===== src/rtl/pll_lock_sequencer.sv =====
// PLL reset pulse / lock qualification sequencer running on the PLL reference clock.
// Define PLL_SEQ_BYPASS_FALLBACK_EN to release the system on the reference clock after giving up.
module pll_lock_sequencer #(
   parameter int RESET_CYCLES        = 16,
   parameter int LOCK_STABLE_CYCLES  = 1024,
   parameter int LOCK_TIMEOUT_CYCLES = 65536,
   parameter int MAX_RETRIES         = 3
) (
   input  logic       clock,
   input  logic       rst_n,
   input  logic       pll_lock,
   output logic       pll_resetb,
   output logic       pll_bypass,
   output logic       sys_rst_n,
   output logic       locked,
   output logic       fail,
   output logic [3:0] retry_count
);

   localparam int CNT_MAX_A = (RESET_CYCLES > LOCK_STABLE_CYCLES) ? RESET_CYCLES : LOCK_STABLE_CYCLES;
   localparam int CNT_MAX   = (CNT_MAX_A > LOCK_TIMEOUT_CYCLES) ? CNT_MAX_A : LOCK_TIMEOUT_CYCLES;
   localparam int CNT_W     = $clog2(CNT_MAX + 1);

   localparam logic [CNT_W-1:0] RC_M1  = CNT_W'(RESET_CYCLES - 1);
   localparam logic [CNT_W-1:0] LS_M1  = CNT_W'(LOCK_STABLE_CYCLES - 1);
   localparam logic [CNT_W-1:0] TO_M1  = CNT_W'(LOCK_TIMEOUT_CYCLES - 1);
   localparam logic [3:0]       MAXR   = 4'(MAX_RETRIES);

   typedef enum logic [2:0] {
      S_RESET,
      S_WAIT_LOCK,
      S_STABLE,
      S_RUN,
      S_FAIL
   } state_t;

   state_t           state;
   logic [CNT_W-1:0] cnt;
   logic             lock_p0;
   logic             lock_p1;
   logic             lock_s;

   assign lock_s = lock_p1;

`ifndef PLL_SEQ_BYPASS_FALLBACK_EN
   assign pll_bypass = 1'b0;
`endif

   // Outputs are updated together with the state so they always match its decode.
   always_ff @(posedge clock or negedge rst_n) begin
      if (!rst_n) begin
         lock_p0     <= 1'b0;
         lock_p1     <= 1'b0;
         state       <= S_RESET;
         cnt         <= '0;
         pll_resetb  <= 1'b0;
         sys_rst_n   <= 1'b0;
         locked      <= 1'b0;
         fail        <= 1'b0;
         retry_count <= 4'd0;
`ifdef PLL_SEQ_BYPASS_FALLBACK_EN
         pll_bypass  <= 1'b0;
`endif
      end else begin
         lock_p0 <= pll_lock;
         lock_p1 <= lock_p0;

         case (state)
            S_RESET: begin
               if (cnt == RC_M1) begin
                  state      <= S_WAIT_LOCK;
                  cnt        <= '0;
                  pll_resetb <= 1'b1;
               end else begin
                  cnt <= cnt + 1'b1;
               end
            end

            // Lock is tested first so it wins over a coincident timeout.
            S_WAIT_LOCK: begin
               if (lock_s) begin
                  state <= S_STABLE;
                  cnt   <= '0;
               end else if (cnt == TO_M1) begin
                  cnt        <= '0;
                  pll_resetb <= 1'b0;
                  if (retry_count < MAXR) begin
                     retry_count <= retry_count + 4'd1;
                     state       <= S_RESET;
                  end else begin
                     state <= S_FAIL;
                     fail  <= 1'b1;
`ifdef PLL_SEQ_BYPASS_FALLBACK_EN
                     pll_bypass <= 1'b1;
`endif
                  end
               end else begin
                  cnt <= cnt + 1'b1;
               end
            end

            S_STABLE: begin
               if (!lock_s) begin
                  state <= S_WAIT_LOCK;
                  cnt   <= '0;
               end else if (cnt == LS_M1) begin
                  state       <= S_RUN;
                  cnt         <= '0;
                  sys_rst_n   <= 1'b1;
                  locked      <= 1'b1;
                  retry_count <= 4'd0;
               end else begin
                  cnt <= cnt + 1'b1;
               end
            end

            S_RUN: begin
               if (!lock_s) begin
                  state      <= S_RESET;
                  cnt        <= '0;
                  sys_rst_n  <= 1'b0;
                  locked     <= 1'b0;
                  pll_resetb <= 1'b0;
               end
            end

            S_FAIL: begin
`ifdef PLL_SEQ_BYPASS_FALLBACK_EN
               // Counter parks at its terminal value once the system is released.
               if (cnt == RC_M1) begin
                  sys_rst_n <= 1'b1;
               end else begin
                  cnt <= cnt + 1'b1;
               end
`endif
            end

            default: begin
               state <= S_RESET;
               cnt   <= '0;
            end
         endcase
      end
   end

endmodule

===== config.mk =====
export PLATFORM = sky130hd
export DESIGN_NAME = pll_lock_sequencer
export DESIGN_NICKNAME = d
export VERILOG_FILES = /design/src/rtl/pll_lock_sequencer.sv
export SDC_FILE = /design/constraint.sdc
export NUM_CORES = 1
export LEC_CHECK = 0
export CAP_MARGIN = 15
export CELL_PAD_IN_SITES_DETAIL_PLACEMENT = 1
export CELL_PAD_IN_SITES_GLOBAL_PLACEMENT = 1
export CORE_UTILIZATION = 45
export DETAILED_ROUTE_END_ITERATION = 7
export HOLD_SLACK_MARGIN = 0.03
export PLACE_DENSITY = 0.85
export RECOVER_POWER = 100
export SYNTH_ARGS = -nofsm -noshare
export SYNTH_HDL_FRONTEND = slang
export SYNTH_SLANG_ARGS = --single-unit

===== constraint.sdc =====
create_clock -name clock -period 3.28 [get_ports clock]
set_input_delay 0.656 -clock clock [delete_from_list [all_inputs] [get_ports clock]]
set_output_delay 0.656 -clock clock [all_outputs]
set_load 0.005 [all_outputs]

# ---- Word-level counts from Yosys, hierarchy flattened
# Index checks and enable logic that the tools add are counted.
dict set report totals {
  input_bits 3
  romBits 0
  mem_bits_rw 0
  latchBits 0
  output_inout_bits 9
  n_memories 0
  reg_bits 29
  word_cells 69
}
dict set report classes {
  multipliers 0
  eq_ne 16
  bitwise 3
  shifts 0
  mux 29
  div_mod_pow 0
  add_sub_neg 2
  magnitude_cmp 1
  n_reduce_logical 10
}
# operator n
set ops {}
lappend ops {{two-way mux 17 bit} 6}
lappend ops {{one-hot mux 17 bit (5 select lines)} 1}
lappend ops {{two-way mux 3 bit} 7}
lappend ops {{two-way mux 4 bit} 5}
lappend ops {{adder 17 x 1 -> 17 bit (second input constant)} 1}
lappend ops {{equality test 17 x 10 -> 1 bit (second input constant)} 1}
lappend ops {{equality test 17 x 16 -> 1 bit (second input constant)} 1}
lappend ops {{equality test 17 x 4 -> 1 bit (second input constant)} 1}
lappend ops {{one-hot mux 3 bit (5 select lines)} 1}
lappend ops {{!= test 2 bit (second input constant)} 7}
lappend ops {{AND reduction 5 bit} 2}
lappend ops {{one-hot mux 4 bit (2 select lines)} 1}
lappend ops {{AND reduction 4 bit} 2}
lappend ops {{equality test 3 x 2 -> 1 bit (second input constant)} 2}
lappend ops {{two-way mux 1 bit} 6}
lappend ops {{!= test 3 bit (second input constant)} 2}
lappend ops {{AND reduction 6 bit} 1}
lappend ops {{adder 4 x 1 -> 4 bit (second input constant)} 1}
lappend ops {{less-than comparator 4 x 2 -> 1 bit (second input constant)} 1}
lappend ops {{nonzero test 2 bit} 2}
lappend ops {{equality test 3 x 1 -> 1 bit (second input constant)} 1}
lappend ops {{equality test 3 bit (second input constant)} 1}
lappend ops {{zero test 3 bit} 1}
lappend ops {{inverter 1 bit} 3}
lappend ops {{other kinds (4)} 4}

# ---- Logic depth before layout (Yosys ltp)
dict set report logic_depth {
  ltp_word 5
  depth_mapped 14
  mapped_depth_nobuf 13
}

# ---- Least setup slack after synthesis
# OpenSTA, ideal clock, no wires.
dict set report synth_path {
  path_type {reg-to-reg}
  start {register cnt[0]}
  end {register state[0]}
  n_path_buf 0
  required_time_ps 3155
  setup_ps 125
  setup_slack_ps 687
  period_less_slack_ps 2593
  arrival_time_ps 2468
  path_stages_with_launch 13
  path_cell_list {dfrtp_1 > ha_1 > nand3_4 > nor4_2 > nand4_1 > nor2_1 > nand2_1 > inv_1 > ha_1 > nor2b_1 > inv_1 > nand4_2 > mux2_4}
}
dict set report synth_via {
  elab_chain_len 3
  elab_cells_between_ends 7
  cone_classes {eq/ne: 6; reduce/logical: 1}
}
# element line_no
set synth_lines {}
lappend synth_lines {{start, declared} 38} ;# logic [CNT_W-1:0] cnt;
lappend synth_lines {{start signal, assigned} 75} ;# cnt <= cnt + 1'b1;
lappend synth_lines {{start signal, assigned} 98} ;# cnt <= cnt + 1'b1;
lappend synth_lines {{start signal, assigned} 113} ;# cnt <= cnt + 1'b1;
lappend synth_lines {{equality test 17 x 10 -> 1 bit (tied with other cells)} 106} ;# end else if (cnt == LS_M1) begin
lappend synth_lines {{!= test 3 bit (no source line) / != test 2 bit (equally long branches)} --}
lappend synth_lines {{AND reduction 5 bit (no source line) (*)} --}
lappend synth_lines {{end signal, assigned} 104} ;# state <= S_WAIT_LOCK;
lappend synth_lines {{end signal, assigned} 107} ;# state <= S_RUN;
lappend synth_lines {{end signal, assigned} 119} ;# state <= S_RESET;
lappend synth_lines {{end, declared} 37} ;# state_t state;
# Every way passes the cells marked *; elsewhere a longest branch is shown, timed or not.
# A chain may end at the register's enable or synchronous reset.

# ---- Worst setup path in the final report
dict set report layout_path {
  start {register cnt[0]}
  end {register cnt[12]}
}
dict set report layout_via {
  elab_chain_len 4
  elab_cells_between_ends 10
  cone_classes {add/sub: 1; eq/ne: 3; mux: 6}
}
# element line_no
set layout_lines {}
lappend layout_lines {{adder 17 x 1 -> 17 bit (tied with other cells)} {75, 98, 113}}
lappend layout_lines {{two-way mux 17 bit (on tied branches)} {106, 84}}
lappend layout_lines {{two-way mux 17 bit (on tied branches)} {103, 81}}
lappend layout_lines {{one-hot mux 17 bit (5 select lines) (*)} 68} ;# case (state)
# Marked as above.

==> impl_metrics.py <==
metrics = {
    "final_layout": {
        "fillers": 394,
        "diodes": 0,
        "fin_area_um2": 1780,
        "final_nets": 178,
        "drive_gt1_share_pct": 15.7,
        "area_delta_synth_final_pct": 10.9,
        "fin_cells": 218,
    },
    "global_route": {
        "use_met3_pct": 7.04,
        "grt_busiest_layer": "met2",
        "gr-usage-met2_pct": 39.6,
        "use_met1_pct": 30.1,
        "track_usage_pct": 24.1,
        "grt_max_degree": 30,
        "grt_pass1_wl_um": 6450,
        "grt_pass1_vias": 1321,
        "grt_overflow": 0,
        "antenna_found_initial": 0,
    },
    "routing": {
        "ant_nets": 0,
        "num_vias": 1298,
        "drc": 0,
        "drt_iter0_drc": 31,
        "via_per_inst": 5.95,
        "drt-total-wl_um": 3920,
        "wl_per_cell_um": 18.0,
        "drtPass1Iterations": 4,
    },
    "critical_path": {
        "crit_fanout": 6,
        "criticalPathCategory": "reg -> reg",
        "cp.arrival_ns": 3.23,
        "slowest_stage": "dfrtp_1",
        "cp-start-kind": "flip-flop",
        "ff2ff_setup_slack_ns": 0.26,
        "path_cells": "ha_1, nand3_4, nor4_2, buf_4, nand4_1, nor2_1, nand2_1, inv_1, ha_1, nor2b_1, inv_1, nand3_1, nor2_1, o32ai_1",
        "cp.required_ns": 3.49,
        "r2r_end": "cnt[12]",
        "timing.rr.start": "cnt[0]",
        "critical-path-max-stage-delay_ns": 0.42,
        "rr_worst_depth": 14,
        "crit_path_end_kind": "flip-flop",
    },
    "worst_hold_path": {
        "min-delay-path-class": "reg -> reg",
        "hp-start": "lock_p0",
        "hold_depth": 0,
        "hold_end": "lock_p1",
    },
    "die": {
        "die_x_um": 61.7,
        "dieArea_um2": 3810,
        "coreArea_um2": 3360,
        "fp.dieH_um": 61.7,
        "pin_count": 12,
        "start_util_pct": 47.7,
        "rows": 21,
    },
    "synth": {
        "synth_ff_type": "dfrtp_1",
        "syn_avg_cell_area_um2": 10.1,
        "synthArstFlopShare_pct": 100,
        "synth_fp_nets": 166,
        "synth-edff-count": 0,
        "synth-seq-area-share_pct": 45.2,
        "synth_cells": 159,
        "synth_cell_type_count": 49,
        "synth_warnings": 0,
        "ys_ff_latch": 29,
        "syn-cell-area_um2": 1600,
    },
    "pwr": {
        "power_w": 0.00109,
        "p_per_area_nw_per_um2": 615,
        "leakage_nw": 0.751,
        "peakVddDrop_v": 0.000315,
    },
    "sta": {
        "worstMarginPinSlew_ns": 1.50,
        "max_freq_mhz": 331,
        "fin_skew_ns": 0.00633,
        "period_minus_slack_ns": 3.02,
        "fin_crit_sh_pct": 92.2,
        "slew_headroom_pct": -0.0501,
        "setup_violations": 0,
        "hold_violations": 0,
        "final_max_slew_viol_count": 29,
    },
    "clocking": {
        "cts_resized": 0,
        "clock_sinks": 29,
        "tritoncts": "yes",
        "clock_latency_ns": 0.33,
        "post_cts_buffers": 0,
        "ctsHtreeMaxLevel": 2,
        "clkTransAtPathRegs_ns": 0.09,
        "cts_root_buf": "clkbuf_4",
        "cts_buffers": 5,
        "cts.path.max_buffers": 2,
        "cts_hold_buffers": 0,
    },
    "placement": {
        "io_buffers": 10,
        "dp.cells": 210,
        "postPlaceCellArea_um2": 1720,
        "dpl.hpwl_um": 2720,
        "gp_congestion": 0.820,
    },
    "job": {
        "drv_cap": 1,
    },
    "outcome": {
        "violations": "capacitance limit, slew limit",
        "status": "finished with violations",
    },
}
-- flip-flops by register name, summed over array words and instances, names as in the netlist --
register	flops
cnt	17
fail	1
lock_p0	1
lock_p1	1
locked	1
pll_resetb	1
retry_count	4
state	3
-- final cells by class --
class / instances / area [um^2] / area share [%]
Clock buffer: 7 / 65.1 / 3.66
Clock inverter: 1 / 5.00 / 0.281
Inverter: 5 / 18.8 / 1.05
Multi-Input combinational cell: 117 / 788 / 44.3
Sequential cell: 29 / 726 / 40.8
Tap cell: 46 / 57.6 / 3.23
Timing Repair Buffer: 13 / 119 / 6.68
-- stage by stage --
step                      util (%)  setup slack [ns]   TNS, ns  hold slack [ns]
after floorplan                  -             0.687         0            0.331
after global placement        51.0             0.546         0            0.333
after detailed placement      51.0             0.314         0            0.342
after CTS                     53.1             0.281         0            0.363
after global routing          52.9          -0.00149  -0.00149            0.375
final                         52.9             0.257         0            0.361
-- synth_stat cells, types with 2 or more instances --
cell / instances / area share, %
o211ai_1: 5 / 2.3
ha_1: 4 / 3.1
o21ai_0: 7 / 2.2
mux2_2: 2 / 1.4
or3_1: 3 / 1.2
nor4_2: 2 / 1.6
o32ai_1: 2 / 1.1
nand2_1: 15 / 3.5
nor2b_1: 3 / 1.2
nand4_1: 3 / 1.2
nand3_1: 10 / 3.1
inv_1: 5 / 1.2
nor2_1: 17 / 4.0
dfrtp_1: 29 / 45
o22ai_1: 2 / 0.78
nor3_1: 3 / 0.94
and3_4: 2 / 1.4
buf_4: 2 / 0.94
a21oi_1: 6 / 1.9
buf_6: 4 / 2.8
o31ai_1: 5 / 2.3
-- routing by layer --
| layer | part of all wire [%] | wire (um) |
|---|---|---|
| met4 | 2.0 | 80 |
| met2 | 49 | 1910 |
| met5 | 0 | 0 |
| met3 | 3.6 | 141 |
| met1 | 46 | 1790 |
-- cells in the final DEF (no fill, tap or decap), types with 3 or more instances in the layout --
cell type      synthesis  final
dlygate4sd3_1          0     10
nor2_1                17     17
or3_1                  3      3
o211ai_1               5      5
nor3_1                 3      3
nand3_1               10     10
dfrtp_1               29     29
nor2b_1                3      3
a21oi_1                6      6
ha_1                   4      4
clkbuf_4               0      5
nand2_1               15     15
o31ai_1                5      5
o21ai_0                7      7
inv_1                  5      5
nand4_1                3      3
-- how the worst max path moves through the flow --
stage                       from  endpoint  slack (ns)
final                     cnt[0]   cnt[12]        0.26
after global routing      cnt[0]   cnt[12]      -0.001
after CTS                 cnt[0]  state[0]        0.28
after detailed placement  cnt[0]  state[0]        0.31
after global placement    cnt[0]  state[0]        0.55
after floorplan           cnt[0]  state[0]        0.69
-- power by group --
group	total (W)	switching [W]	internal [W]
sequential	0.000481	0.0000751	0.000406
combinational	0.000364	0.000214	0.000150
clock	0.000249	0.000124	0.000124
total	0.00109	0.000414	0.000680
-- cell families (layout without fill, tap and decap cells) --
family                     Yosys count  after routing  share of synthesized area (%)
buffers and inverters               13             26                           5.46
AOI/OAI and AO/OA                   40             40                           18.8
and+or+nand+nor                     69             69                           24.8
adders and majority gates            4              4                           3.12
DFF                                 29             29                           45.2
other                                1              1                          0.234
muxes                                3              3                           2.34
-- worst max-delay path: cells and delay by family, from the launching register on --
| kind | cells | cell delay, ns |
|---|---|---|
| buffers and inverters | 3 | 0.39 |
| AOI/OAI and AO/OA | 1 | 0.13 |
| adders and majority gates | 2 | 0.49 |
| DFF | 1 | 0.42 |
| and+or+nand+nor | 8 | 1.46 |
(Power assumes the default switching activity.)
